[src/rtl/mem_stall_pkg.sv]
// Shared types and helpers for the memory-access stall controller.
// The watchdog build option is MEM_STALL_TIMEOUT_EN (see mem_port_fsm).
package mem_stall_pkg;

    typedef enum logic [1:0] {IDLE, REQ, WAIT, DONE} port_state_t;

    localparam int TIMEOUT_CYC_DEF = 255;

    // Width needed to hold counts 0..maxCount, never narrower than one bit.
    function automatic int cnt_width(input int maxCount);
        return (maxCount < 1) ? 1 : $clog2(maxCount + 1);
    endfunction

endpackage

[src/rtl/mem_port_fsm.sv]
// One memory port: request/done handshake FSM, read-data latch and, when
// MEM_STALL_TIMEOUT_EN is defined, a WAIT watchdog that forces completion.
module mem_port_fsm
    import mem_stall_pkg::*;
#(
    parameter int DW = 32
`ifdef MEM_STALL_TIMEOUT_EN
    , parameter int TIMEOUT_CYC = TIMEOUT_CYC_DEF
`endif
) (
    input  logic          clk_i,
    input  logic          rst_i,
    input  logic          start_i,
    input  logic          done_i,
    input  logic [DW-1:0] rdata_i,
    input  logic          release_i,
    output port_state_t   state_o,
    output logic          req_o,
    output logic [DW-1:0] rdata_hold_o,
    output logic          err_o,
    output logic          spurious_o
);

    port_state_t   state_q, state_d;
    logic [DW-1:0] rdata_q, rdata_d;

`ifdef MEM_STALL_TIMEOUT_EN
    localparam int CW = cnt_width(TIMEOUT_CYC);
    logic [CW-1:0] cnt_q, cnt_d;
    logic          err_q, err_d;
`endif

    always_comb begin
        state_d = state_q;
        rdata_d = rdata_q;
`ifdef MEM_STALL_TIMEOUT_EN
        cnt_d   = cnt_q;
        err_d   = err_q;
`endif
        case (state_q)
            IDLE: begin
                if (start_i) state_d = REQ;
            end
            REQ: begin
                if (done_i) begin
                    state_d = DONE;
                    rdata_d = rdata_i;
                end else begin
                    state_d = WAIT;
`ifdef MEM_STALL_TIMEOUT_EN
                    cnt_d   = '0;
`endif
                end
            end
            WAIT: begin
                if (done_i) begin
                    state_d = DONE;
                    rdata_d = rdata_i;
                end
`ifdef MEM_STALL_TIMEOUT_EN
                // Count reaching TIMEOUT_CYC-1 here means this is the last allowed WAIT cycle.
                else if (cnt_q == CW'(TIMEOUT_CYC - 1)) begin
                    state_d = DONE;
                    rdata_d = '1;
                    err_d   = 1'b1;
                end else begin
                    cnt_d = cnt_q + CW'(1);
                end
`endif
            end
            DONE: begin
                if (release_i) state_d = IDLE;
            end
            default: state_d = IDLE;
        endcase
    end

    always_ff @(posedge clk_i) begin
        if (rst_i) begin
            state_q <= IDLE;
            rdata_q <= '0;
`ifdef MEM_STALL_TIMEOUT_EN
            cnt_q   <= '0;
            err_q   <= 1'b0;
`endif
        end else begin
            state_q <= state_d;
            rdata_q <= rdata_d;
`ifdef MEM_STALL_TIMEOUT_EN
            cnt_q   <= cnt_d;
            err_q   <= err_d;
`endif
        end
    end

    assign state_o      = state_q;
    assign req_o        = (state_q == REQ);
    assign rdata_hold_o = rdata_q;
    assign spurious_o   = done_i && ((state_q == IDLE) || (state_q == DONE));

`ifdef MEM_STALL_TIMEOUT_EN
    assign err_o = err_q;
`else
    assign err_o = 1'b0;
`endif

endmodule

[src/rtl/mem_stall_ctrl.sv]
// Multi-port memory stall controller: freezes PC and pipeline enables until every
// outstanding access completes. Optional watchdog: MEM_STALL_TIMEOUT_EN.
module mem_stall_ctrl
    import mem_stall_pkg::*;
#(
    parameter int N_PORTS  = 2,
    parameter int N_STAGES = 4,
    parameter int DW       = 32
`ifdef MEM_STALL_TIMEOUT_EN
    , parameter int TIMEOUT_CYC = TIMEOUT_CYC_DEF
`endif
) (
    input  logic                  CLK,
    input  logic                  RST,
    input  logic [N_PORTS-1:0]    start,
    input  logic [N_PORTS-1:0]    done,
    input  logic [N_PORTS*DW-1:0] rdata,
    input  logic [N_STAGES-1:0]   enable_in,
    input  logic                  enable_pc_in,
    output logic [N_STAGES-1:0]   enable_out,
    output logic                  enable_pc_out,
    output logic [N_PORTS-1:0]    req_out,
    output logic [N_PORTS*DW-1:0] rdata_hold,
    output logic                  busy,
    output logic                  spurious,
    output logic [N_PORTS-1:0]    err
);

    port_state_t        portState [N_PORTS];
    logic [N_PORTS-1:0] idleVec, activeVec, doneVec, spurPulse;
    logic               stall, releaseAll;
    logic               spurious_q, spurious_d;

    for (genvar p = 0; p < N_PORTS; p++) begin : g_port
        mem_port_fsm #(
            .DW          (DW)
`ifdef MEM_STALL_TIMEOUT_EN
            , .TIMEOUT_CYC (TIMEOUT_CYC)
`endif
        ) u_fsm (
            .clk_i        (CLK),
            .rst_i        (RST),
            .start_i      (start[p]),
            .done_i       (done[p]),
            .rdata_i      (rdata[p*DW +: DW]),
            .release_i    (releaseAll),
            .state_o      (portState[p]),
            .req_o        (req_out[p]),
            .rdata_hold_o (rdata_hold[p*DW +: DW]),
            .err_o        (err[p]),
            .spurious_o   (spurPulse[p])
        );

        assign idleVec[p]   = (portState[p] == IDLE);
        assign activeVec[p] = (portState[p] == REQ) || (portState[p] == WAIT);
        assign doneVec[p]   = (portState[p] == DONE);
    end

    // A fresh start stalls in its own cycle so the instruction waits for REQ.
    assign stall      = (|(start & idleVec)) || (|activeVec);
    assign releaseAll = !stall && (|doneVec);
    assign busy       = |activeVec;

    assign enable_out    = enable_in & {N_STAGES{~stall}};
    assign enable_pc_out = enable_pc_in & ~stall;

    assign spurious_d = spurious_q || (|spurPulse);

    always_ff @(posedge CLK) begin
        if (RST) spurious_q <= 1'b0;
        else     spurious_q <= spurious_d;
    end

    assign spurious = spurious_q;

endmodule
[config.mk]
export PLATFORM = sky130hd
export DESIGN_NAME = mem_stall_ctrl
export DESIGN_NICKNAME = d
export VERILOG_FILES = /design/src/rtl/mem_stall_pkg.sv /design/src/rtl/mem_port_fsm.sv /design/src/rtl/mem_stall_ctrl.sv
export SDC_FILE = /design/constraint.sdc
export NUM_CORES = 1
export LEC_CHECK = 0
export BUFFER_PORTS_ARGS = -buffer_cell sky130_fd_sc_hd__buf_2
export CORE_MARGIN = 4
export CORE_UTILIZATION = 44
export DETAILED_ROUTE_END_ITERATION = 12
export PLACE_DENSITY = 0.81
export SLEW_MARGIN = 15
export SYNTH_ARGS = -nofsm -noshare
export SYNTH_HDL_FRONTEND = slang
export SYNTH_SLANG_ARGS = --single-unit
export TNS_END_PERCENT = 30
[constraint.sdc]
create_clock -name CLK -period 2.1 [get_ports CLK]
set_clock_uncertainty 0.05 [all_clocks]
set_input_delay 0.315 -clock CLK [delete_from_list [all_inputs] [get_ports CLK]]
set_output_delay 0.315 -clock CLK [all_outputs]
set_load 0.1 [all_outputs]
==> out/qor.yml, run 1 <==
run_status:
  status: "finished, violations left"
  violations: "negative setup slack"
floorplan:
  core_mm2: 0.00596
  dieArea_mm2: 0.00746
  ios: 150
  die_w_um: 86.4
  die_h_um: 86.4
  start_util_pct: 45.4
  num_rows: 28
timing:
  layout_setup_ws_ns: -0.0635
  drv_slew: 0
  finalHoldViolCount: 0
  max_freq_ghz: 0.462
  relSlewSlack_pct: 66.5
  worstMarginPinSlew_ns: 0.503
  hold_slack_ns: 0.165
  period_share_pct: 103
  rsz0062_at_grt: "yes"
  setup_viol: 5
  setup-tns-final_ns: -0.306
  fin_crit_ns: 2.16
routing:
  routedWlPerCell_um: 12.5
  drt-vias-per-instance: 4.81
  wirelength_um: 7130
  drc_errors: 0
  dr.pass1.iters: 4
  num_vias: 2748
  drt_iter0_drc: 83
  ant_nets: 0
critical_path:
  start_kind: "flip-flop"
  cp_max_fo: 5
  critPathMaxStageDelay_ns: 0.34
  critical_path_required_ns: 1.74
  crit_type: "flip-flop to output port"
  arrival_ns: 1.80
  crit_chain: "inv_2 > ha_4 > a211o_1 > a21oi_4 > and2_4 > buf_12"
  critPathSlowestCell: "dfxtp_2"
  end_kind: "output port"
finish:
  final_cell_mix: "buf_2, nand2_1, dfxtp_1"
  layout.cells.non_filler: 571
  final_common_cell: "buf_2"
  syn_to_final_growth_pct: 45.0
  layout.nets: 576
  finalCoreUtilization_pct: 65.8
  diodes: 0
  finalInstanceArea_mm2: 0.00392
  fillers: 528
  drive_gt1_share_pct: 39.7
power_and_ir_drop:
  p_sw_mw: 4.22
  ir_drop_mv: 1.46
  power.internal_mw: 3.49
  fin_total_pwr_mw: 7.71
  comb_power_share_pct: 61.2
  seq_power_share_pct: 22.8
  netSwitchingFraction_pct: 54.7
  power.share.clock_pct: 15.9
  leakagePower_nw: 1.88
  cellPowerDensity_mw_per_mm2: 1970
clock_tree:
  cts_tree: "built"
  cts-root-buf: "clkbuf_8"
  htreeDepth: 3
  holdBufCountCts: 0
  clock_sinks: 69
  clkSlewWorstSetupHoldPaths_ns: 0.08
  clock_path_buffers: 2
  cts_buffers: 9
  clkLatencyLatePin_ns: 0.33
place:
  post-place-cells: 550
  place.detailed.hpwl_um: 5270
  gp_congestion: 0.785
  place_ws_ns: 0.0628
  placed_area_mm2: 0.00359
  portBuffers: 147
yosys:
  postSynthCellCount: 340
  synth_top_flop_cell: "dfxtp_1"
  synth.avg_cell_area_um2: 7.95
  ys_seq_elements: 69
  yosysWarnings: 0
  synth_edf_count: 0
  synth_cell_type_count: 22
  synth.cell_area_mm2: 0.00270
  ys_seq_area_share_pct: 51.1
  synthArstFlopShare_pct: 0
global_routing:
  track_usage_pct: 18.6
  grt_pass1_vias: 2517
  grt_pass1_wl_um: 11200
  antenna_found_initial: 0
  grt_max_degree: 36
  overflow: 0
worst_hold_path:
  min_path_type: "primary input to flip-flop"
job:
  cap_violations: 0
-- power by group through the flow --
stage               clock network, mW  logic, mW  registers, mW
global route                     1.33       4.95           1.80
global placement                    0       4.40           1.77
detailed placement                  0       4.45           1.79
finish                           1.23       4.72           1.76
CTS                              1.26       4.66           1.76
floorplan                           0       1.70           3.67
-- state kept, by name, summed over array words and instances (netlist names) --
name	cells
spurious	1
g_port.u_fsm.state_o	4
g_port.u_fsm.rdata_hold_o	64
-- worst max-delay path, delay by kind of cell (launching register included) --
family,cells,cell delay (ns)
AOI/OAI and AO/OA,2,0.51
and+or+nand+nor,1,0.18
adders and majority gates,1,0.23
buffers and inverters,2,0.21
DFF,1,0.34
-- per-layer routing --
layer | up-vias | GRT usage [%] | share of wire [%]
li1 | 1387 | - | -
met2 | 97 | 32.9 | 51
met1 | 1256 | 20.7 | 40
met5 | - | 0 | 0
met3 | 8 | 6.65 | 8.3
met4 | 0 | 6.09 | 0.87
-- cells in the mapped netlist (2+ instances only) --
library cell | count | area (um^2)
and3_1 | 3 | 18.8
buf_4 | 4 | 30.0
dfxtp_1 | 69 | 1380
a21oi_1 | 65 | 325
o31ai_1 | 2 | 15.0
mux2i_1 | 4 | 40.0
buf_2 | 6 | 30.0
nand2_1 | 136 | 510
inv_1 | 6 | 22.5
clkbuf_1 | 15 | 56.3
nor2b_1 | 4 | 25.0
ha_1 | 10 | 125
and2_1 | 7 | 43.8
-- logic make-up after synthesis --
kind of cell	share of synthesized area, %
other	0.139
flip-flops	51.1
AND/OR/NAND/NOR	22.6
AO/OA/AOI/OAI	14.8
adder cells (fa/ha/maj)	4.63
buffers and inverters	5.28
multiplexers	1.48
-- timing repair --
item | in CTS | in global routing
pin swaps | 7 | 0
resized for setup | 16 | 3
setup endpoints to repair | 6 | 6
buffers inserted | 5 | 0
-- cell type report --
| type | instances | area [um^2] | area share [%] |
|---|---|---|---|
| clock buffer | 11 | 151 | 3.86 |
| clock inverter | 5 | 82.6 | 2.11 |
| inverter | 7 | 26.3 | 0.670 |
| multi-input combinational | 240 | 1230 | 31.4 |
| sequential | 69 | 1390 | 35.3 |
| tap | 75 | 93.8 | 2.39 |
| timing repair buffer | 164 | 948 | 24.2 |
-- final timing paths --
| path | slack [ns] | to | from | depth (start not counted) |
|---|---|---|---|---|
| worst min-delay path | 0.16 | g_port[1].u_fsm.rdata_hold_o[28] | rdata[60] | 3 |
| worst min register to register | 0.40 | g_port[1].u_fsm.rdata_hold_o[7] | g_port[1].u_fsm.rdata_hold_o[7] | 2 |
| worst max register to register | 0.14 | g_port[0].u_fsm.state_o[0] | g_port[0].u_fsm.state_o[1] | 7 |
| worst max-delay path | -0.06 | enable_out[3] | g_port[0].u_fsm.state_o[1] | 6 |
(Power assumes the default switching activity.)
==> inputs of run 2 (changes only) <==
==> constraint.sdc (replaced) <==
create_clock -name CLK -period 2.3 [get_ports CLK]
set_clock_uncertainty 0.05 [all_clocks]
set_input_delay 0.345 -clock CLK [delete_from_list [all_inputs] [get_ports CLK]]
set_output_delay 0.345 -clock CLK [all_outputs]
set_load 0.1 [all_outputs]
==> out/qor.yml, run 2 (synthesis results as in run 1) <==
routing:
  routedWlPerCell_um: 12.3
  dr.pass1.iters: 4
  ant_nets: 0
  wirelength_um: 6910
  drc_errors: 0
  drt-vias-per-instance: 4.77
  num_vias: 2686
  drt_iter0_drc: 98
critical_path:
  r2r.worst_path.cells: 6
  reg2reg_from: "g_port[0].u_fsm.state_o[0]"
  r2r_slack_ns: 0.38
  timing.rr.end: "g_port[0].u_fsm.state_o[0]"
  crit_type: "flip-flop to output port"
  cp_max_fo: 6
  arrival_ns: 1.83
  critical_path_required_ns: 1.90
  start_kind: "flip-flop"
  end_kind: "output port"
global_routing:
  antenna_found_initial: 0
  overflow: 0
  grt_max_degree: 65
  grt_pass1_wl_um: 11000
  grt_pass1_vias: 2475
  track_usage_pct: 18.4
timing:
  finalHoldViolCount: 0
  worstMarginPinSlew_ns: 0.644
  drv_slew: 0
  setup_viol: 0
  max_freq_ghz: 0.449
  rsz0062_at_grt: "no"
  fin_crit_ns: 2.23
  hold_slack_ns: 0.191
  period_share_pct: 96.9
  setup-tns-final_ns: 0
  relSlewSlack_pct: 57.1
worst_hold_path:
  worstHoldStart: "rdata[5]"
  min_path_cells: 3
  min_path_type: "primary input to flip-flop"
  hold_end: "g_port[0].u_fsm.rdata_hold_o[5]"
job:
  cap_violations: 0
floorplan:
  die_w_um: 86.4
  core_mm2: 0.00596
  num_rows: 28
  die_h_um: 86.4
  ios: 150
  dieArea_mm2: 0.00746
  start_util_pct: 45.4
clock_tree:
  cts_buffers: 9
  htreeDepth: 3
  cts_tree: "built"
  clkLatencyLatePin_ns: 0.33
  clkSlewWorstSetupHoldPaths_ns: 0.07
  cts-root-buf: "clkbuf_8"
  holdBufCountCts: 0
  clock_sinks: 69
  clock_path_buffers: 2
power_and_ir_drop:
  seq_power_share_pct: 23.5
  fin_total_pwr_mw: 6.96
  comb_power_share_pct: 59.8
  ir_drop_mv: 1.21
  power.share.clock_pct: 16.7
  power.internal_mw: 3.14
  netSwitchingFraction_pct: 54.9
  leakagePower_nw: 1.84
  cellPowerDensity_mw_per_mm2: 1800
  p_sw_mw: 3.82
finish:
  final_common_cell: "buf_2"
  finalCoreUtilization_pct: 65.0
  layout.nets: 568
  final_cell_mix: "buf_2, nand2_1, dfxtp_1"
  drive_gt1_share_pct: 38.7
  syn_to_final_growth_pct: 43.2
  largest_register_ffs: 64
  diodes: 0
place:
  gp_congestion: 0.808
  portBuffers: 147
  place.detailed.hpwl_um: 4910
run_status:
  status: "completed"
[run 2: changes by cell type in the layout (fill, tap and decap cells not counted), sizes merged]
cell	change
clkbuf	-1
clkinvlp	+1
buf	-8
clkinv	-1
bufinv	+1
[run 2: final cells by class]
type                       instances  area, um^2
clock buffer                      10         128
clock inverter                     6         111
fill                             548        2080
inverter                           7        28.8
multi-input combinational        240        1230
sequential                        69        1390
tap                               75        93.8
timing repair buffer             156         886
[run 2: worst max-delay path: stages, from the launching register on]
cell and delay, ns:
dfxtp_4 0.38, inv_2 0.06, ha_4 0.26, a211o_1 0.28
a21oi_4 0.18, and2_4 0.18, buf_12 0.16
[run 2: power groups by stage]
stage	registers (mW)	clock network, mW	logic, mW
floorplan	3.35	0	1.54
global placement	1.63	0	3.92
detailed placement	1.65	0	3.97
CTS	1.63	1.20	4.09
global route	1.66	1.25	4.38
finish	1.63	1.16	4.16
[run 2: how the worst max path moves through the flow]
stage	endpoint	slack, ns	cells after the start	start
final	enable_out[2]	0.07	6	g_port[0].u_fsm.state_o[0]
after global routing	enable_out[2]	0.0002	6	g_port[0].u_fsm.state_o[0]
after CTS	enable_out[2]	0.005	6	g_port[0].u_fsm.state_o[1]
after detailed placement	g_port[1].u_fsm.rdata_hold_o[31]	0.07	6	g_port[1].u_fsm.state_o[0]
after global placement	g_port[1].u_fsm.rdata_hold_o[30]	0.17	6	g_port[1].u_fsm.state_o[0]
after floorplan	enable_out[1]	-0.22	5	g_port[1].u_fsm.state_o[0]
[run 2: stage by stage]
step           setup WS, ns  instances  cell area, um^2
5_1_grt            0.000225        563             3870
4_1_cts             0.00494        561             3830
6_report             0.0709        563             3870
2_1_floorplan        -0.219        341             2710
3_5_place_dp         0.0672        544             3540
3_3_place_gp          0.167        544             3540
[run 2: per-layer routing]
metal  part of all wire, %  vias to the layer above  global-route usage, %
met5                     0                        -                      0
met2                    49                       95                   32.1
met3                    10                        7                   6.84
met1                    40                     1211                   20.8
met4                  0.87                        0                   5.52
li1                      -                     1373                      -
[run 2: timing repair]
| item | CTS | global route |
|---|---|---|
| endpoints found under the setup margin | 6 | 5 |
| setup buffers | 1 | 1 |
| cloned | 0 | 0 |
| gates resized for setup | 15 | 5 |
| pin swaps | 3 | 2 |
==> inputs of run 3 (changes only) <==
--- a/config.mk
+++ b/config.mk
@@ -10,6 +10,7 @@
 export CORE_UTILIZATION = 44
 export DETAILED_ROUTE_END_ITERATION = 12
 export PLACE_DENSITY = 0.81
+export REMOVE_ABC_BUFFERS = 1
 export SLEW_MARGIN = 15
 export SYNTH_ARGS = -nofsm -noshare
 export SYNTH_HDL_FRONTEND = slang
==> out/qor.yml, run 3 (synthesis results as in run 1) <==
floorplan:
  die_w_um: 86.4
  core_mm2: 0.00596
  num_rows: 28
  dieArea_mm2: 0.00746
  start_util_pct: 45.4
  ios: 150
  die_h_um: 86.4
finish:
  multiInputGateArea_mm2: 0.00123
  diodes: 0
  finalInstanceArea_mm2: 0.00384
  layout.cells.non_filler: 564
  drive_gt1_share_pct: 38.9
  final_common_cell: "buf_2"
  final_cell_mix: "buf_2, nand2_1, dfxtp_1"
  fillers: 511
  largest_register_ffs: 64
  finalCoreUtilization_pct: 64.4
  seq_area_mm2: 0.00139
  syn_to_final_growth_pct: 41.9
  layout.nets: 569
power_and_ir_drop:
  ir_drop_mv: 0.917
  fin_total_pwr_mw: 6.71
  cellPowerDensity_mw_per_mm2: 1750
  leakagePower_nw: 1.82
routing:
  num_vias: 2674
  drc_errors: 0
  drt-vias-per-instance: 4.74
  dr.pass1.iters: 4
  ant_nets: 0
  drt_iter0_drc: 55
  wirelength_um: 6940
  routedWlPerCell_um: 12.3
timing:
  fin_crit_ns: 2.21
  relSlewSlack_pct: 65.2
  period_share_pct: 96.3
  layout_setup_ws_ns: 0.0851
  drv_slew: 0
  setup-tns-final_ns: 0
  finalHoldViolCount: 0
  worstMarginPinSlew_ns: 0.522
  max_freq_ghz: 0.451
  setup_viol: 0
  hold_slack_ns: 0.192
critical_path:
  arrival_ns: 1.82
  reg2reg_from: "g_port[0].u_fsm.state_o[0]"
  crit_type: "flip-flop to output port"
  critPathMaxStageDelay_ns: 0.37
  end_kind: "output port"
  cp_max_fo: 6
  r2r_slack_ns: 0.40
  path_delay_family: "compound AO/OA/AOI/OAI gates"
  r2r.worst_path.cells: 6
  critPathSlowestCell: "dfxtp_4"
  critical_path_required_ns: 1.90
  start_kind: "flip-flop"
  crit_chain: "inv_2 > ha_4 > a211o_1 > a21oi_4 > and2_4 > buf_12"
  critPathBufInv: 2
  timing.rr.end: "g_port[0].u_fsm.state_o[0]"
place:
  place.detailed.hpwl_um: 5150
  place_ws_ns: 0.0767
  post-place-cells: 546
  portBuffers: 147
  gp_congestion: 0.759
  placed_area_mm2: 0.00357
worst_hold_path:
  hold_end: "g_port[1].u_fsm.rdata_hold_o[10]"
  min_path_type: "primary input to flip-flop"
  min_path_cells: 3
  worstHoldStart: "rdata[42]"
global_routing:
  grt_pass1_wl_um: 11300
  overflow: 0
  grt_max_degree: 34
  track_usage_pct: 18.7
  antenna_found_initial: 0
  grt_pass1_vias: 2595
clock_tree:
  htreeDepth: 3
  holdBufCountCts: 0
  clkLatencyLatePin_ns: 0.32
  clkSlewWorstSetupHoldPaths_ns: 0.08
  cts_tree: "built"
  clock_path_buffers: 2
  cts-root-buf: "clkbuf_8"
  cts_buffers: 9
  clock_sinks: 69
job:
  cap_violations: 0
run_status:
  status: "completed"
## run 3: per-layer routing
layer	vias up	share of wire (%)	track usage, %
met5	-	0	0
met4	0	1.0	7.79
met3	9	10	6.65
met2	110	49	33.1
met1	1184	39	20.1
li1	1371	-	-
## run 3: power breakdown
part / internal, mW / switching (mW) / leakage, nW
clock: 0.499 / 0.434 / 0.0923
sequential: 1.49 / 0.155 / 0.565
combinational: 0.933 / 3.20 / 1.17
total: 2.92 / 3.79 / 1.82
## run 3: repair_timing
item                       in CTS  in global routing
setup endpoints to repair       5                  5
gates resized for setup        15                  5
pin swaps                       0                  3
setup buffers                   0                  2
## run 3: tightest hold or removal path, stage by stage
cell and delay (ns):
buf_2 0.09, nand2_1 0.04, a21oi_1 0.05
## run 3: how the worst max path moves through the flow
stage | slack, ns | to | startpoint | cells past startpoint
floorplan | -0.22 | enable_out[0] | g_port[1].u_fsm.state_o[0] | 5
global placement | 0.15 | enable_out[0] | g_port[1].u_fsm.state_o[0] | 6
detailed placement | 0.08 | enable_pc_out | g_port[1].u_fsm.state_o[0] | 6
CTS | 0.005 | enable_pc_out | g_port[1].u_fsm.state_o[1] | 6
global route | -0.002 | enable_out[0] | g_port[0].u_fsm.state_o[0] | 6
finish | 0.09 | enable_pc_out | g_port[0].u_fsm.state_o[0] | 6
## run 3: area by class of cell
class / instances / area share, %
clock buffer: 10 / 3.33
timing repair buffer: 157 / 23.4
sequential: 69 / 36.3
inverter: 7 / 0.685
tap: 75 / 2.45
multi-input combinational: 240 / 32.1
clock inverter: 6 / 1.66
